File: config.mk
export PLATFORM = sky130hd
export DESIGN_NAME = frame_ctrl
export DESIGN_NICKNAME = d
export VERILOG_FILES = /design/src/rtl/frame_ctrl.sv
export SDC_FILE = /design/constraint.sdc
export NUM_CORES = 1
export LEC_CHECK = 0
export CAP_MARGIN = 20
export CORE_MARGIN = 3
export CORE_UTILIZATION = 48
export CTS_CLUSTER_DIAMETER = 150
export DETAILED_ROUTE_END_ITERATION = 10
export HOLD_SLACK_MARGIN = 0.02
export PLACE_DENSITY_LB_ADDON = 0.1
export SLEW_MARGIN = 20
export SYNTH_ARGS = -nofsm -noshare
export SYNTH_HDL_FRONTEND = slang
export SYNTH_SLANG_ARGS = --single-unit
File: constraint.sdc
create_clock -name clk -period 2.1 [get_ports clk]
set_clock_uncertainty 0.05 [all_clocks]
set_input_delay 0.42 -clock clk [delete_from_list [all_inputs] [get_ports clk]]
set_output_delay 0.42 -clock clk [all_outputs]
set_load 0.01 [all_outputs]
File: src/rtl/frame_ctrl.sv
// Collects SAMPLE_SIZE signed samples into a frame, then pulses load_en and start on the next two cycles and waits in BUSY for done.
// in_ready is low from LOAD until BUSY exits. The optional BUSY watchdog is enabled by the macro FRAME_CTRL_TIMEOUT_EN.
module frame_ctrl #(
    parameter int SAMPLE_SIZE    = 8,
    parameter int DATA_W         = 8,
    parameter int TIMEOUT_CYCLES = 1024
) (
    input  logic                          clk,
    input  logic                          rst,
    input  logic                          in_valid,
    input  logic [DATA_W-1:0]             in_data,
    output logic                          in_ready,
    input  logic                          flush,
    input  logic                          done,
    output logic [SAMPLE_SIZE*DATA_W-1:0] frame_data,
    output logic                          load_en,
    output logic                          start,
    output logic                          busy,
    output logic [4:0]                    fill_level,
    output logic [15:0]                   frame_cnt,
    output logic                          timeout_err
);

    if (SAMPLE_SIZE < 2 || SAMPLE_SIZE > 16) begin : g_bad_sample_size
        $error("frame_ctrl: SAMPLE_SIZE must be in 2..16");
    end
    if (TIMEOUT_CYCLES < 1) begin : g_bad_timeout
        $error("frame_ctrl: TIMEOUT_CYCLES must be at least 1");
    end

    typedef enum logic [2:0] {
        S_IDLE,
        S_FILL,
        S_LOAD,
        S_START,
        S_BUSY
    } state_t;

    state_t                          r_state;
    logic [4:0]                      r_fill;
    logic [15:0]                     r_frame_cnt;
    logic [SAMPLE_SIZE*DATA_W-1:0]   r_frame;
    logic                            r_load_en;
    logic                            r_start;
    logic                            r_busy;
    logic                            w_accept;
    logic                            w_last;

    assign in_ready = (r_state == S_IDLE) || (r_state == S_FILL);
    // flush wins over an accept in the same cycle
    assign w_accept = in_valid && in_ready && !flush;
    assign w_last   = (r_fill == 5'(SAMPLE_SIZE - 1));

`ifdef FRAME_CTRL_TIMEOUT_EN
    localparam int TW = $clog2(TIMEOUT_CYCLES) + 1;
    logic [TW-1:0] r_wdog;
    logic          r_timeout_err;
    logic          w_wdog_exp;
    assign w_wdog_exp  = (r_wdog == TW'(TIMEOUT_CYCLES - 1));
    assign timeout_err = r_timeout_err;
`else
    assign timeout_err = 1'b0;
`endif

    always_ff @(posedge clk or negedge rst) begin
        if (!rst) begin
            r_state     <= S_IDLE;
            r_fill      <= 5'd0;
            r_frame_cnt <= 16'd0;
            r_load_en   <= 1'b0;
            r_start     <= 1'b0;
            r_busy      <= 1'b0;
`ifdef FRAME_CTRL_TIMEOUT_EN
            r_wdog        <= '0;
            r_timeout_err <= 1'b0;
`endif
        end else begin
            r_load_en <= 1'b0;
            r_start   <= 1'b0;
            if (flush) begin
                r_state <= S_IDLE;
                r_fill  <= 5'd0;
                r_busy  <= 1'b0;
            end else begin
                case (r_state)
                    S_IDLE, S_FILL: begin
                        if (w_accept) begin
                            r_fill <= r_fill + 5'd1;
                            if (w_last) begin
                                r_state   <= S_LOAD;
                                r_load_en <= 1'b1;
                            end else begin
                                r_state <= S_FILL;
                            end
                        end
                    end
                    S_LOAD: begin
                        r_state <= S_START;
                        r_start <= 1'b1;
                    end
                    S_START: begin
                        r_state <= S_BUSY;
                        r_busy  <= 1'b1;
`ifdef FRAME_CTRL_TIMEOUT_EN
                        r_wdog  <= '0;
`endif
                    end
                    S_BUSY: begin
                        if (done) begin
                            r_state     <= S_IDLE;
                            r_fill      <= 5'd0;
                            r_busy      <= 1'b0;
                            r_frame_cnt <= r_frame_cnt + 16'd1;
`ifdef FRAME_CTRL_TIMEOUT_EN
                        end else if (w_wdog_exp) begin
                            r_state       <= S_IDLE;
                            r_fill        <= 5'd0;
                            r_busy        <= 1'b0;
                            r_timeout_err <= 1'b1;
                        end else begin
                            r_wdog <= r_wdog + 1'b1;
`endif
                        end
                    end
                    default: begin
                        r_state <= S_IDLE;
                        r_fill  <= 5'd0;
                        r_busy  <= 1'b0;
                    end
                endcase
            end
        end
    end

    // Slots not written in this frame keep their previous contents
    always_ff @(posedge clk or negedge rst) begin
        if (!rst) begin
            r_frame <= '0;
        end else if (w_accept) begin
            for (int k = 0; k < SAMPLE_SIZE; k++) begin
                if (r_fill == 5'(k)) begin
                    r_frame[k*DATA_W +: DATA_W] <= in_data;
                end
            end
        end
    end

    assign frame_data = r_frame;
    assign load_en    = r_load_en;
    assign start      = r_start;
    assign busy       = r_busy;
    assign fill_level = r_fill;
    assign frame_cnt  = r_frame_cnt;

endmodule

[Yosys cells after proc, flatten, opt, wreduce, memory -nomap -nowiden]
Cells that the tools add are included.
Storage, ports and cells
  register bits after elaboration: 91
  bits of input ports: 13
  output and inout port bits: 90
  logic and storage cells: 71
Operators by class
  $add $sub $neg: 2
  equality and inequality tests: 15
  muxes and demuxes: 18
  bitwise gates (word level): 1
  reductions and logical operators: 21
Operators by type and width (count)
  $eq 5x3->1 const B: 4
  $reduce_and 2->1: 10
  $add 16x1->16 const B: 1
  $mux 5: 3
  $pmux 5 s3: 1
  $pmux 3 s4: 1
  $eq 5x2->1 const B: 2
  $mux 3: 3
  $mux 1: 8
  $eq 3x2->1 const B: 2
  $ne 3x3->1 const B: 2
  $reduce_and 3->1: 2
  $add 5x1->5 const B: 1
  $eq 5x1->1 const B: 1
  $logic_not 5->1: 1
  $ne 2x1->1 const B: 2
  $reduce_or 2->1: 2
  $eq 3x1->1 const B: 1
  $eq 3x3->1 const B: 1
  $logic_not 3->1: 1
  $pmux 1 s3: 1
  $reduce_or 3->1: 1
  $logic_and 1x1->1: 2
  $mux 2: 1
  other kinds (3): 3

[Logic depth before layout (Yosys ltp)]
Gate-level depths: netlist (run 1).
  word-level depth: 7
  mapped depth: 5
  mapped depth without buffers: 5

[Worst setup path after synthesis (run 1)]
Ideal clock, no wire load.
  path type: input -> register
  from: in flush
  to: reg r_frame[32], in the netlist frame_data[32]
  library setup time: 0.125 ns
  data arrival time: 1.731 ns
  required time: 1.925 ns
  path slack: 0.194 ns
  stages on the path: 5
  buffers on the path: 1
  cells stage by stage: buf_6 or4b_4 nor3_4 nand2_4 mux2_2
Between the ends
  longest elaborated chain between the ends: 3
RTL lines
  start: declaration: RTL line 13  | input logic flush,
  $logic_not 1->1: RTL line 51  | assign w_accept = in_valid && in_ready && !flush;
  $logic_and 1x1->1: RTL line 51
  $reduce_and 2->1 (no line)
  end signal: indexed assignment: RTL line 142  | r_frame[k*DATA_W +: DATA_W] <= in_data;
  end: declaration: RTL line 42  | logic [SAMPLE_SIZE*DATA_W-1:0] r_frame;
Every way passes these cells.
A chain may end at the register's enable or synchronous reset.

[Worst setup path in the final report (run 1)]
  from: in flush
  to: reg r_frame[47], in the netlist frame_data[47]
The elaborated chain is that of the path after synthesis.

==> flow_summary.ini, run 1 <==
[floorplan]
rows = 31
die-area_um2 = 9020
io_pins = 103
die_height_um = 95.0
die_width_um = 95.0
initial_core_util = 0.510
core_um2 = 7450

[clock_network]
hold_buffers = 1
post_cts_resized = 0
post_cts_buffers = 0
cts_buffer_depth = 2
root_buffer = clkbuf_8
cts_tree = done
cts_buffers = 9
cts_sinks = 91
clk_latency_ns = 0.34
cts.clk_slew.worst_paths_ns = 0.09
htreeDepth = 3

[critical_path]
rrSetupSlack_ns = 0.15
crit_required_ns = 2.28
cp.arrival_ns = 2.22
crit_fanout = 8
reg2regPathDepth = 4
startpoint_type = input pin
reg2reg_from = r_state[1]
worstSetupPathType = in -> reg
cp-end-kind = register
reg2reg_to = frame_data[47]

[sta]
slew_viol_final = 0
max_freq_mhz = 490
rsz0062_at_grt = false
finalCritPeriodShare = 0.971
setup_viol = 0
tns_ns = 0
hold_violations = 0
fin_crit_ns = 2.04
finalHoldWorstSlack_ns = 0.438

[drt]
drc = 0
wl_um = 8530
num_vias = 2619
antenna_left = 0
drt_pass1_iterations = 4
post_drt_wl_per_cell_um = 17.1
first_iter_violations = 85
via_per_inst = 5.26

[grt]
grt_use_total = 0.200
first_global_vias = 2609
grt_pass1_wl_um = 13600
grt-ovfl-total = 0
antenna_found_initial = 0
grt_max_degree = 42

[power_and_ir_drop]
p_per_area_nw_per_um2 = 816
finalPower_mw = 4.26
vdd.ir_drop.worst_mv = 0.483
power.leakage_nw = 2.40

[finish]
nNetsFinal = 412
drive_above_1_share = 0.258
final_util = 0.702
antennaDiodeCount = 0
synthToLayoutAreaGrowth_pct = 37.5
final_cell_mix = clkdlybuf4s50_1 (100), dfrtp_1 (91), mux2_2 (63)
layout_commonest_cell = clkdlybuf4s50_1

[synthesis]
netlist_instances = 274
synth_area_leader_cell = dfrtp_1
synth_top_area_frac = 0.599
yosysWarnings = 0
syn_area_per_cell_um2 = 13.9
synthTopCellsByArea = dfrtp_1 (60%), mux2_2 (19%), xnor2_1 (2.3%)
synth_seq_cells = 91
syn-num-nets = 292
ys_types = 39
netlist_area_um2 = 3800
ys_seq_area_frac = 0.599

[placed_design]
gp_congestion = 0.845
portBuffers = 101
dp_hpwl_um = 6310

[min_path]
holdCritStartpoint = frame_cnt[15]
holdPathEnd = frame_cnt[15]
whs_path_depth = 1
hold_class = reg -> reg

[outcome]
status = finished, final reports clean

[job]
drv_cap = 0
worst max-delay path by stage:
stage / from / endpoint / cells past startpoint
floorplan: flush / frame_data[32] / 5
global placement: in_valid / frame_data[0] / 5
detailed placement: in_valid / frame_data[47] / 5
CTS: r_state[1] / in_ready / 3
global route: in_valid / frame_data[0] / 5
finish: flush / frame_data[47] / 5
cells in the mapped netlist, drive strengths merged:
library cell	instances
dfrtp	91
mux2	65
nand2	17
nand3	11
nor2	10
xnor2	10
inv	7
nor3	7
nand4	6
xor2	6
ha	5
nor2b	5
a21oi	3
and4	3
clkbuf	3
a22o	2
and2	2
buf	2
nand3b	2
o2111ai	2
o21a	2
o21ai	2
or4b	2
a211oi	1
and3b	1
conb	1
nand2b	1
nor4	1
nor4b	1
o22a	1
o31ai	1
or3	1
state kept, by name, indices dropped and copies added (netlist names):
register	count
busy	1
fill_level	5
start	1
frame_cnt	16
load_en	1
frame_data	64
r_state	3
kinds of logic (layout without fill, tap and decap cells):
kind of cell,Yosys count,in the layout,synth area share
flops,91,91,0.599
mux,65,65,0.193
compound gates,14,14,0.0260
other cells,1,1,0.000987
xor+xnor,16,16,0.0369
buf+inv,12,137,0.0148
simple gates,70,70,0.113
fa+ha+maj,5,5,0.0165
stage by stage:
| stage | cell area, um^2 | setup slack, ns | std cells |
|---|---|---|---|
| finish | 5230 | 0.0600 | 498 |
| global route | 5230 | 0.0104 | 498 |
| CTS | 5230 | 0.0591 | 498 |
| detailed placement | 5000 | -0.304 | 481 |
| global placement | 5000 | -0.283 | 481 |
| floorplan | 3800 | 0.194 | 274 |
power by group:
part | switching [mW] | leakage (nW) | internal (mW) | total (mW)
Clock | 0.627 | 0.101 | 0.595 | 1.22
Combinational | 0.358 | 1.08 | 0.570 | 0.928
Sequential | 0.141 | 1.22 | 1.97 | 2.11
routing by layer:
metal / global-route usage / wire, um / vias up
li1: - / - / 1219
met1: 0.271 / 3760 / 1328
met2: 0.325 / 4300 / 66
met3: 0.0398 / 420 / 6
met4: 0.0613 / 49 / 0
met5: 0 / 0 / -
layout make-up:
| type | instances | area (um^2) |
|---|---|---|
| Fill cell | 538 | 2220 |
| Tap cell | 99 | 124 |
| Timing Repair Buffer | 114 | 1120 |
| Clock inverter | 6 | 73.8 |
| Multi-Input combinational cell | 171 | 1470 |
| Clock buffer | 10 | 138 |
| Sequential cell | 91 | 2280 |
| Inverter | 7 | 26.3 |
worst max-delay path, stage by stage:
cell,delay (ns)
clkdlybuf4s50_1,0.44
or4b_4,0.55
nor3_4,0.30
nand2_4,0.19
mux2_2,0.32
(Power assumes the default switching activity.)
==> run 2: changes to the inputs <==
CELL_PAD_IN_SITES_DETAIL_PLACEMENT = 1   (was not set)
CELL_PAD_IN_SITES_GLOBAL_PLACEMENT = 1   (was not set)
CORE_UTILIZATION = 38   (was 48)
TNS_END_PERCENT = 30   (was not set)
==> flow_summary.ini, run 2 (synthesized netlist as in run 1, its figures left out) <==
[clock_network]
htreeDepth = 3
cts_sinks = 91
cts_buffers = 9
cts_tree = done
cts.clk_slew.worst_paths_ns = 0.10
cts_buffer_depth = 2
root_buffer = clkbuf_8
clk_latency_ns = 0.36

[critical_path]
crit_fanout = 8
cp.arrival_ns = 1.57
worstSetupPathType = reg -> out
critical-path-top-delay-family = buffers and inverters
cp-startpoint = fill_level[3]
startpoint_type = register
crit_chain = clkdlybuf4s50_1
crit_path_top_delay_cell = clkdlybuf4s50_1
reg2reg_from = r_state[1]
cp-end-kind = output pin
crit_buf_inv = 1
slowest_delay_ns = 0.62
crit_required_ns = 1.63

[grt]
grt-ovfl-total = 0
first_global_vias = 2856
grt_use_total = 0.174
grt_pass1_wl_um = 15400
grt_max_degree = 39
antenna_found_initial = 0

[floorplan]
die-area_um2 = 11200
initial_core_util = 0.402
die_width_um = 106
die_height_um = 106
io_pins = 103
core_um2 = 9460
rows = 35

[placed_design]
portBuffers = 101
postPlaceCellArea_um2 = 5040
place_inst = 511
dp_worst_setup_slack_ns = -0.412
dp_hpwl_um = 7040
gp_congestion = 0.794

[drt]
first_iter_violations = 26
antenna_left = 0
wl_um = 9440
via_per_inst = 4.93
drt_pass1_iterations = 4
drc = 0
post_drt_wl_per_cell_um = 17.8
num_vias = 2617

[sta]
finalHoldWorstSlack_ns = 0.433
hold_violations = 0
rsz0062_at_grt = false
fin_crit_ns = 2.04
setup_viol = 0
tns_ns = 0
slew_viol_final = 0
finalCritPeriodShare = 0.970
max_freq_mhz = 491
worst_slack_ns = 0.0628

[finish]
final_area_um2 = 5300
nNetsFinal = 415
drive_above_1_share = 0.264
synthToLayoutAreaGrowth_pct = 39.6
final_cell_mix = clkdlybuf4s50_1 (98), dfrtp_1 (91), mux2_2 (63)
largest_reg_flops = 64
layout_commonest_cell = clkdlybuf4s50_1
antennaDiodeCount = 0
fin_cells = 531

[power_and_ir_drop]
vdd.ir_drop.worst_mv = 0.412
p_per_area_nw_per_um2 = 810
power.leakage_nw = 2.46

[min_path]
holdCritStartpoint = frame_cnt[15]
hold_class = reg -> reg

[outcome]
status = finished, final reports clean

[job]
drv_cap = 0
-- run 2: cell types whose count changed in the layout (fill, tap and decap cells not counted), sizes merged --
cell	change
clkdlybuf4s50	-2
dlymetal6s2s	+2
clkinv	+1
inv	+1
clkinvlp	-2
buf	+3
-- run 2: report_power, final --
| group | switching (mW) | total (mW) | internal [mW] |
|---|---|---|---|
| sequential | 0.137 | 2.11 | 1.97 |
| combinational | 0.366 | 0.938 | 0.573 |
| clock | 0.650 | 1.25 | 0.598 |
-- run 2: timing repair --
action / in CTS / in global routing
hold buffers: 1 / 0
buffers inserted: 0 / 3
pin swaps: 0 / 2
gates cloned: 0 / 0
endpoints found under the setup margin: 1 / 44
hold endpoints to repair: 29 / 0
gates resized for setup: 1 / 4
-- run 2: routing by layer --
layer  global-route usage  vias up  wire [um]
li1                     -     1211          -
met1                0.233     1338       4320
met2                0.290       60       4690
met3               0.0316        8        346
met4               0.0527        0         92
met5                    0        -          0
-- run 2: cell type report --
cell class                 count  area [um^2]
tap                          129          161
timing repair buffer         117         1150
inverter                       7         26.3
sequential                    91         2280
multi-input combinational    171         1480
fill                         983         4160
clock inverter                 6         72.6
clock buffer                  10          138
-- run 2: worst paths after layout --
kind / end / slack, ns / cells after the start
min in group asynchronous: frame_cnt[10] / 0.48 / 2
max: fill_level[3] / 0.06 / 1
max in group asynchronous: frame_data[40] / 0.85 / 3
min: frame_cnt[15] / 0.43 / 1
min reg2reg: frame_cnt[15] / 0.43 / 1
max reg2reg: frame_data[42] / 0.14 / 5
-- run 2: stage by stage --
stage | power [mW] | util
floorplan | 2.46 | -
global placement | 3.07 | 0.533
detailed placement | 3.10 | 0.533
CTS | 4.36 | 0.557
global route | 4.52 | 0.561
finish | 4.30 | 0.561
